[config.mk]
export PLATFORM = sky130hd
export DESIGN_NAME = frequency_measurement_sequencer_flat
export DESIGN_NICKNAME = d
export VERILOG_FILES = /design/src/rtl/frequency_measurement_sequencer_if.sv /design/src/rtl/frequency_measurement_sequencer.sv /design/src/flat_wrapper.sv
export SDC_FILE = /design/constraint.sdc
export NUM_CORES = 1
export LEC_CHECK = 0
export BUFFER_PORTS_ARGS = -buffer_cell sky130_fd_sc_hd__buf_4
export CORE_UTILIZATION = 56
export CTS_BUF_LIST = sky130_fd_sc_hd__clkbuf_4
export DETAILED_ROUTE_END_ITERATION = 10
export PLACE_DENSITY = 0.93
export SYNTH_ARGS = -nofsm -noshare
export SYNTH_HDL_FRONTEND = slang
export SYNTH_SLANG_ARGS = --single-unit
[constraint.sdc]
create_clock -name clock -period 21.8 [get_ports clock]
set_clock_uncertainty 0.2 [all_clocks]
set_input_delay 4.36 -clock clock [delete_from_list [all_inputs] [get_ports clock]]
set_output_delay 4.36 -clock clock [all_outputs]
set_load 0.02 [all_outputs]
[src/rtl/frequency_measurement_sequencer_if.sv]
// ---------------------------------------------------------------------------
// frequency_measurement_sequencer_if
// Register-write bus between the measurement sequencer and the AXI slave
// register block. The sequencer presents one write at a time and holds it
// until the register block answers with register_ack.
//   register_operation : write code while a write is presented, else 0
//   register_number    : target register, valid with register_operation
//   register_write     : write data, valid with register_operation
//   register_ack       : register block accepted the current write
// ---------------------------------------------------------------------------
interface frequency_measurement_sequencer_if #(
   parameter int DATA_WIDTH = 32
);
   logic [1:0]            register_operation;
   logic [7:0]            register_number;
   logic [DATA_WIDTH-1:0] register_write;
   logic                  register_ack;

   // The sequencer drives the write and listens for the acknowledge
   modport master (
      output register_operation,
      output register_number,
      output register_write,
      input  register_ack
   );

   // The register block consumes the write and answers with the acknowledge
   modport slave (
      input  register_operation,
      input  register_number,
      input  register_write,
      output register_ack
   );
endinterface

[src/rtl/frequency_measurement_sequencer.sv]
// ---------------------------------------------------------------------------
// frequency_measurement_sequencer
// Runs one measurement of the pixel frequency analyzers: clears them, enables
// them between start and stop (or an auto-stop limit), waits for the results
// to settle, snapshots every channel and writes the snapshot register by
// register over an acknowledged bus. irq is raised once the results are in.
// Ports:
//   clock, reset      : system clock, synchronous active-high reset
//   start, stop       : single-cycle run request / measurement-end request
//   irq_ack           : single-cycle interrupt acknowledge
//   results           : analyzer outputs, channel k at [k*DATA_WIDTH +: DATA_WIDTH]
//   regBus            : register write bus (operation/number/write/ack)
//   analyzer_enable   : enable to all analyzers (MEASURE only)
//   analyzer_clear    : clear to all analyzers (CLEAR only)
//   busy              : high outside IDLE and DONE
//   irq               : results readable, held until irq_ack
//   timeout_flag      : last run stopped on the measurement limit
//   write_error       : last run aborted on an acknowledge timeout
// ---------------------------------------------------------------------------
module frequency_measurement_sequencer #(
   parameter int NUMBER_OF_CHANNELS = 6,
   parameter int DATA_WIDTH         = 32,
   parameter int CLEAR_CYCLES       = 4,
   parameter int SETTLE_CYCLES      = 8,
   parameter int MAX_MEASURE_CYCLES = 100000000,
   parameter int ACK_TIMEOUT        = 16,
   parameter int REGISTER_BASE      = 1,
   parameter int WRITE_OPERATION    = 2
) (
   input  logic                                 clock,
   input  logic                                 reset,
   input  logic                                 start,
   input  logic                                 stop,
   input  logic                                 irq_ack,
   input  logic [NUMBER_OF_CHANNELS*DATA_WIDTH-1:0] results,
   frequency_measurement_sequencer_if.master    regBus,
   output logic                                 analyzer_enable,
   output logic                                 analyzer_clear,
   output logic                                 busy,
   output logic                                 irq,
   output logic                                 timeout_flag,
   output logic                                 write_error
);
   localparam int IDX_W = (NUMBER_OF_CHANNELS > 1) ? $clog2(NUMBER_OF_CHANNELS) : 1;

   // register_number is 8-bit; the last channel must still land in range
   if (REGISTER_BASE + NUMBER_OF_CHANNELS - 1 > 255) begin : gRegisterRangeCheck
      $error("REGISTER_BASE + NUMBER_OF_CHANNELS - 1 exceeds 255");
   end

   typedef enum logic [2:0] {
      IDLE,
      CLEAR,
      MEASURE,
      SETTLE,
      CAPTURE,
      WRITE,
      DONE
   } state_t;

   state_t                state_q, state_d;
   logic [31:0]           count_q, count_d;
   logic [IDX_W-1:0]      index_q, index_d;
   logic                  timeoutFlag_q, timeoutFlag_d;
   logic                  writeError_q, writeError_d;
   logic [DATA_WIDTH-1:0] snapshot_q [NUMBER_OF_CHANNELS];

   // State, counters and sticky flags. The snapshot is only loaded in CAPTURE
   // so that results moving during the writes cannot leak into the data.
   always_ff @(posedge clock) begin
      if (reset) begin
         state_q       <= IDLE;
         count_q       <= '0;
         index_q       <= '0;
         timeoutFlag_q <= 1'b0;
         writeError_q  <= 1'b0;
         for (int k = 0; k < NUMBER_OF_CHANNELS; k++) begin
            snapshot_q[k] <= '0;
         end
      end else begin
         state_q       <= state_d;
         count_q       <= count_d;
         index_q       <= index_d;
         timeoutFlag_q <= timeoutFlag_d;
         writeError_q  <= writeError_d;
         if (state_q == CAPTURE) begin
            for (int k = 0; count_q == count_q && k < NUMBER_OF_CHANNELS; k++) begin
               snapshot_q[k] <= results[k*DATA_WIDTH +: DATA_WIDTH];
            end
         end
      end
   end

   // Next-state logic. One shared counter times CLEAR, MEASURE, SETTLE and
   // the per-write acknowledge wait; it is zeroed on every state change and
   // on every accepted write so each phase starts counting from 0.
   always_comb begin
      state_d       = state_q;
      count_d       = count_q + 32'd1;
      index_d       = index_q;
      timeoutFlag_d = timeoutFlag_q;
      writeError_d  = writeError_q;
      case (state_q)
         IDLE: begin
            count_d = '0;
            if (start) begin
               state_d       = CLEAR;
               timeoutFlag_d = 1'b0;
               writeError_d  = 1'b0;
            end
         end
         CLEAR: begin
            if (count_q == 32'(CLEAR_CYCLES - 1)) begin
               state_d = MEASURE;
               count_d = '0;
            end
         end
         MEASURE: begin
            if (stop) begin
               state_d = SETTLE;
               count_d = '0;
            end else if (count_q == 32'(MAX_MEASURE_CYCLES - 1)) begin
               state_d       = SETTLE;
               count_d       = '0;
               timeoutFlag_d = 1'b1;
            end
         end
         SETTLE: begin
            if (count_q == 32'(SETTLE_CYCLES - 1)) begin
               state_d = CAPTURE;
               count_d = '0;
            end
         end
         CAPTURE: begin
            state_d = WRITE;
            count_d = '0;
            index_d = '0;
         end
         WRITE: begin
            if (regBus.register_ack) begin
               count_d = '0;
               if (index_q == IDX_W'(NUMBER_OF_CHANNELS - 1)) begin
                  state_d = DONE;
               end else begin
                  index_d = index_q + IDX_W'(1);
               end
            end else if (count_q == 32'(ACK_TIMEOUT - 1)) begin
               state_d      = DONE;
               count_d      = '0;
               writeError_d = 1'b1;
            end
         end
         DONE: begin
            count_d = '0;
            if (irq_ack) begin
               state_d = IDLE;
            end
         end
         default: begin
            state_d = IDLE;
            count_d = '0;
         end
      endcase
   end

   // Outputs are a pure function of the registered state, so a write is
   // presented the cycle WRITE is entered and stays stable until acked.
   always_comb begin
      analyzer_clear             = (state_q == CLEAR);
      analyzer_enable            = (state_q == MEASURE);
      busy                       = (state_q != IDLE) && (state_q != DONE);
      irq                        = (state_q == DONE);
      timeout_flag               = timeoutFlag_q;
      write_error                = writeError_q;
      regBus.register_operation  = 2'b00;
      regBus.register_number     = 8'h00;
      regBus.register_write      = '0;
      if (state_q == WRITE) begin
         regBus.register_operation = 2'(WRITE_OPERATION);
         regBus.register_number    = 8'(REGISTER_BASE) + 8'(index_q);
         regBus.register_write     = snapshot_q[index_q];
      end
   end
endmodule

[src/flat_wrapper.sv]
// flat-port wrapper written by rule: the top's interface ports become plain ports
module frequency_measurement_sequencer_flat 
#(
   parameter int NUMBER_OF_CHANNELS = 6,
   parameter int DATA_WIDTH         = 32,
   parameter int CLEAR_CYCLES       = 4,
   parameter int SETTLE_CYCLES      = 8,
   parameter int MAX_MEASURE_CYCLES = 100000000,
   parameter int ACK_TIMEOUT        = 16,
   parameter int REGISTER_BASE      = 1,
   parameter int WRITE_OPERATION    = 2
)
  (clock, reset, start, stop, irq_ack, results, analyzer_enable, analyzer_clear, busy, irq, timeout_flag, write_error, regBus_register_operation, regBus_register_number, regBus_register_write, regBus_register_ack);
  frequency_measurement_sequencer_if #(.DATA_WIDTH(DATA_WIDTH)) regBus_i ();
  input  logic clock;
  input  logic reset;
  input  logic start;
  input  logic stop;
  input  logic irq_ack;
  input  logic [NUMBER_OF_CHANNELS*DATA_WIDTH-1:0] results;
  output logic analyzer_enable;
  output logic analyzer_clear;
  output logic busy;
  output logic irq;
  output logic timeout_flag;
  output logic write_error;
  output wire logic [$bits(regBus_i.register_operation)-1:0] regBus_register_operation;
  output wire logic [$bits(regBus_i.register_number)-1:0] regBus_register_number;
  output wire logic [$bits(regBus_i.register_write)-1:0] regBus_register_write;
  input wire logic [$bits(regBus_i.register_ack)-1:0] regBus_register_ack;
  assign regBus_register_operation = regBus_i.register_operation;
  assign regBus_register_number = regBus_i.register_number;
  assign regBus_register_write = regBus_i.register_write;
  assign regBus_i.register_ack = regBus_register_ack;
  frequency_measurement_sequencer #(.NUMBER_OF_CHANNELS(NUMBER_OF_CHANNELS), .DATA_WIDTH(DATA_WIDTH), .CLEAR_CYCLES(CLEAR_CYCLES), .SETTLE_CYCLES(SETTLE_CYCLES), .MAX_MEASURE_CYCLES(MAX_MEASURE_CYCLES), .ACK_TIMEOUT(ACK_TIMEOUT), .REGISTER_BASE(REGISTER_BASE), .WRITE_OPERATION(WRITE_OPERATION)) u_core (.clock(clock), .reset(reset), .start(start), .stop(stop), .irq_ack(irq_ack), .results(results), .regBus(regBus_i), .analyzer_enable(analyzer_enable), .analyzer_clear(analyzer_clear), .busy(busy), .irq(irq), .timeout_flag(timeout_flag), .write_error(write_error));
endmodule
Word-level counts from Yosys, hierarchy flattened
Memories as Yosys holds them, arrays and structs flattened. A register that Yosys moved wholly into a read port is not among the register bits.
Cells that the tools add are included.
{"block": "totals", "word_cells": 93, "mem_bits_rw": 192, "latch_bits": 0, "mem_count": 1, "mem_bits_ro": 0, "input_bits": 198, "ff_bits": 40, "out_inout_bits": 48}
{"name": "u_core.snapshot_q", "words": 6, "width": 32, "rd": 1, "rd_ports_with_merged_regs": 1, "write_ports": 6, "line": "frequency_measurement_sequencer.sv:66", "source": "logic [DATA_WIDTH-1:0] snapshot_q [NUMBER_OF_CHANNELS];"}
{"block": "classes", "magnitude_cmp": 0, "reduce_logical": 10, "n_eq_ne": 25, "n_shift": 0, "div": 0, "n_bitwise": 6, "n_mul": 0, "muxes": 43, "add_sub_neg": 3}
{"op": "32-bit two-way mux", "n": 13}
{"op": "32-bit one-hot mux with 4 select lines", "n": 1}
{"op": "3-bit two-way mux", "n": 13}
{"op": "32-bit by 1-bit adder with 32-bit output (second input constant)", "n": 1}
{"op": "32-bit by 2-bit == test with 1-bit output (second input constant)", "n": 1}
{"op": "32-bit by 27-bit == test with 1-bit output (second input constant)", "n": 1}
{"op": "32-bit by 3-bit == test with 1-bit output (second input constant)", "n": 1}
{"op": "32-bit by 4-bit == test with 1-bit output (second input constant)", "n": 1}
{"op": "3-bit one-hot mux with 7 select lines", "n": 1}
{"op": "3-bit == test (second input constant)", "n": 4}
{"op": "2-bit != test (second input constant)", "n": 6}
{"op": "1-bit two-way mux", "n": 10}
{"op": "3-bit by 2-bit != test with 1-bit output (second input constant)", "n": 3}
{"op": "8-bit two-way mux", "n": 1}
{"op": "2-bit by 1-bit != test with 1-bit output (second input constant)", "n": 4}
{"op": "4-bit AND reduction", "n": 2}
{"op": "7-bit AND reduction", "n": 1}
{"op": "3-bit by 2-bit == test with 1-bit output (second input constant)", "n": 2}
{"op": "1-bit bitwise OR", "n": 6}
{"op": "3-bit one-hot mux with 2 select lines", "n": 1}
{"op": "2-bit nonzero test", "n": 3}
{"op": "1-bit by 3-bit adder with 4-bit output (first input constant)", "n": 1}
{"op": "1-bit one-hot mux with 2 select lines", "n": 2}
{"op": "3-bit by 1-bit adder with 3-bit output (second input constant)", "n": 1}
{"op": "7 further kinds", "n": 7}

Depth between registers and ports, before layout
{"block": "depth", "word_depth": 6, "depth_mapped": 7}

Least setup slack after synthesis
No wires, ideal clock.
{"block": "synth_timing", "path_kind": "register to register", "start": "reg u_core.state_q[2]", "end": "mem u_core.snapshot_q[0][0] (enable)", "stages_incl_launch_ff": 5, "path_slack_ps": 6327, "period_less_slack_ps": 15473, "t_required_ps": 20591, "t_arrival_ps": 14263, "path_cell_list": "dfxtp_1 -> clkbuf_1 -> clkbuf_1 -> nand2_1 -> o21ai_0"}
{"element": "start: declaration", "line": "frequency_measurement_sequencer.sv:61", "source": "state_t state_q, state_d;"}
{"element": "start signal: assignment", "line": "frequency_measurement_sequencer.sv:81", "source": "state_q <= state_d;"}
{"element": "end: declaration", "line": "frequency_measurement_sequencer.sv:66"}

==> flow_metrics.env <==
export IMPL_r2r_end="u_core.snapshot_q[1][8]$_SDFFCE_PN0P_"
export IMPL_start_kind="flop"
export IMPL_critPathArrivalTime_ps=3100
export IMPL_drv_slew=0
export IMPL_hold_depth=1
export IMPL_wl_mm=25.14
export IMPL_fin_tns_setup_ps=0
export IMPL_die_width_um=140.4
export IMPL_power_density_nw_per_um2=74.79
export IMPL_dieArea_sq_um=19700
export IMPL_port_buffers=240
export IMPL_die_h_um=140.4
export IMPL_switching_share_pct=23.18
export IMPL_switching_power_uw=233.1
export IMPL_std_cell_rows=50
export IMPL_cts_repair_resized=0
export IMPL_synth_edf_count=192
export IMPL_layout_drive_gt1_share_pct=34.83
export IMPL_synth_seq_area_share_pct=61.81
export IMPL_max_freq_mhz=130.5
export IMPL_peakVddDrop_mv=0.04895
export IMPL_async_reset_ff_share_pct=0
export IMPL_min_from="u_core.count_q[0]$_SDFF_PP0_"
export IMPL_finalPower_uw=1005
export IMPL_start_util_pct=57.31
export IMPL_post_place_ws_ps=14810
export IMPL_yosysWarnings=0
export IMPL_finalHoldViolations=0
export IMPL_clkPwrFrac_pct=37.8
export IMPL_grt_overflow_total=0
export IMPL_vias=7446
export IMPL_combPwrFrac_pct=9.4
export IMPL_clock_latency_ps=650
export IMPL_synth_area_leaders="edfxtp_1, and2_1, dfxtp_1"
export IMPL_syn_area_sq_um=10720
export IMPL_finalCritPeriodShare_pct=35.14
export IMPL_core_sq_um=18710
export IMPL_r2r_start="u_core.state_q[0]$_SDFFE_PP0P_"
export IMPL_yosys_area_top_type="edfxtp_1"
export IMPL_cp_required_ps=17240
export IMPL_setup_viol=0
export IMPL_final_antenna_net_count=0
export IMPL_synth_area_per_cell_sq_um=13.11
export IMPL_outcome="completed"
export IMPL_drcViolationCount=0
export IMPL_internal_power_uw=772.3
export IMPL_criticalPathCategory="reg -> out"
export IMPL_fin_area_sq_um=13440
export IMPL_dp_hpwl_mm=16.97
export IMPL_seq_power_share_pct=52.8
export IMPL_firstDrtPassIters=5
export IMPL_end_kind="output port"
export IMPL_yosysTopAreaCellShare_pct=53.78
export IMPL_leakage_uw=0.005268
export IMPL_cts_max_level=2
export IMPL_synth_flop_cell="edfxtp_1"
export IMPL_cts_tree="built"
export IMPL_synth_cells=818
export IMPL_antenna_found_initial=4
export IMPL_gp_congestion=0.8150
export IMPL_synth_cell_types=49
export IMPL_grtUsageTotal_pct=26.04
export IMPL_routed_via_density=5.511
export IMPL_holdPathEnd="u_core.count_q[0]$_SDFF_PP0_"
export IMPL_r2r_slack_ps=18510
export IMPL_synth_seq_cells=235
export IMPL_multi_input_area_sq_um=3835
export IMPL_setup_ws_ps=14140
export IMPL_worst_slew_pin_slew_ps=1154
export IMPL_nets=1273
export IMPL_cts_buffers=60
export IMPL_worstRegToRegCells=4
export IMPL_dpl_cell_area_sq_um=12660
export IMPL_syn_to_final_growth_pct=25.38
export IMPL_grt_first_pass_wirelength_mm=39.18
export IMPL_grt_max_degree=105
export IMPL_cts_setup_buffers=0
export IMPL_layout_common_cells="buf_4, and2_1, edfxtp_1, clkbuf_4, nor2_1"
export IMPL_min_period_ps=7661
export IMPL_rsz0062_at_grt="no"
export IMPL_drt_iter0_markers=551
export IMPL_final_common_cell="buf_4"
export IMPL_clk_path_buf_depth=3
export IMPL_wl_per_cell_um=18.61
export IMPL_clk_pin_slew_ps=70
export IMPL_fillerInstances=1258
export IMPL_path_max_fanout=42
export IMPL_ios=246
export IMPL_hold_buffers=0
export IMPL_cts_sinks=235
export IMPL_relSlewSlack_pct=23.05
export IMPL_seqCellArea_sq_um=6633
export IMPL_first_global_vias=7737
export IMPL_maxCapViolCount=0
export IMPL_clockRootBuffer="clkbuf_4"
export IMPL_holdCritPathClass="reg -> reg"
[registers in the layout (all words and copies together) (netlist names), named ones only]
signal               count
u_core.count_q          32
u_core.index_q           3
u_core.snapshot_q      192
u_core.state_q           3
u_core.timeout_flag      1
u_core.write_error       1
[worst max-delay path: stages, from the launching register on]
cell and delay, ps:
dfxtp_4 650, buf_4 720, mux4_2 590, nor2_1 120, a211oi_1 70, buf_4 210
[worst max-delay path by stage]
stage / endpoint / slack, ps / cells past startpoint
6_report: regBus_register_write[8] / 14140 / 5
3_5_place_dp: regBus_register_write[8] / 14810 / 5
3_3_place_gp: regBus_register_write[12] / 14830 / 5
4_1_cts: regBus_register_write[15] / 14080 / 5
2_1_floorplan: u_core.snapshot_q[0][0]$_SDFFCE_PN0P_ / 6330 / 4
5_1_grt: regBus_register_write[8] / 13900 / 5
[logic make-up (layout without fill, tap and decap cells)]
family                   Yosys count  in the layout  synth area share [%]
flip-flops                       235            235                 61.81
multiplexers                      67             67                 9.991
AND/OR/NAND/NOR                  356            356                 18.67
XOR/XNOR                          30             30                 2.451
adder cells (fa/ha/maj)            3              3                0.3502
AO/OA/AOI/OAI                     58             58                 3.980
other                              1              8               0.03498
buffers and inverters             68            360                 2.708
[cell type report]
cell class                      instances  area share, %
Inverter                                7         0.1955
Clock inverter                          8         0.4282
Antenna cell                            3        0.05585
Sequential cell                       235          49.34
Clock buffer                           96          5.362
Tap cell                              234          2.178
Timing Repair Buffer                  249          13.91
Multi-Input combinational cell        519          28.53
[cell usage after synthesis (all sizes together) (13+ instances only)]
| cell | instances |
|---|---|
| and2 | 195 |
| edfxtp | 192 |
| nor2 | 76 |
| dfxtp | 43 |
| clkbuf | 39 |
| mux2i | 35 |
| a211oi | 33 |
| mux4 | 32 |
| buf | 22 |
| xor2 | 22 |
| nand3 | 20 |
| nand4 | 13 |
[per-stage QoR]
stage	hold WS, ps	instances	util, %
2_1_floorplan	230.3	822	-
3_3_place_gp	243.9	1244	67.66
3_5_place_dp	256.0	1244	67.66
4_1_cts	272.4	1348	71.82
5_1_grt	303.6	1350	71.85
6_report	269.2	1351	71.86
[metal layers]
metal / GRT usage, % / routed length, um / up-vias
li1: - / - / 3493
met1: 31.01 / 9668 / 3567
met2: 44.76 / 13030 / 327
met3: 7.282 / 1796 / 55
met4: 10.41 / 624 / 4
met5: 0 / 23 / -
[power groups by stage]
stage	registers [uW]	clock network [uW]	logic [uW]
after floorplan	546	0	55.9
after global placement	538	0	92.0
after detailed placement	540	0	94.3
after CTS	531	389	94.8
after global routing	534	412	102
final	531	380	94.1
No activity file was read; power rests on OpenSTA's default activity.
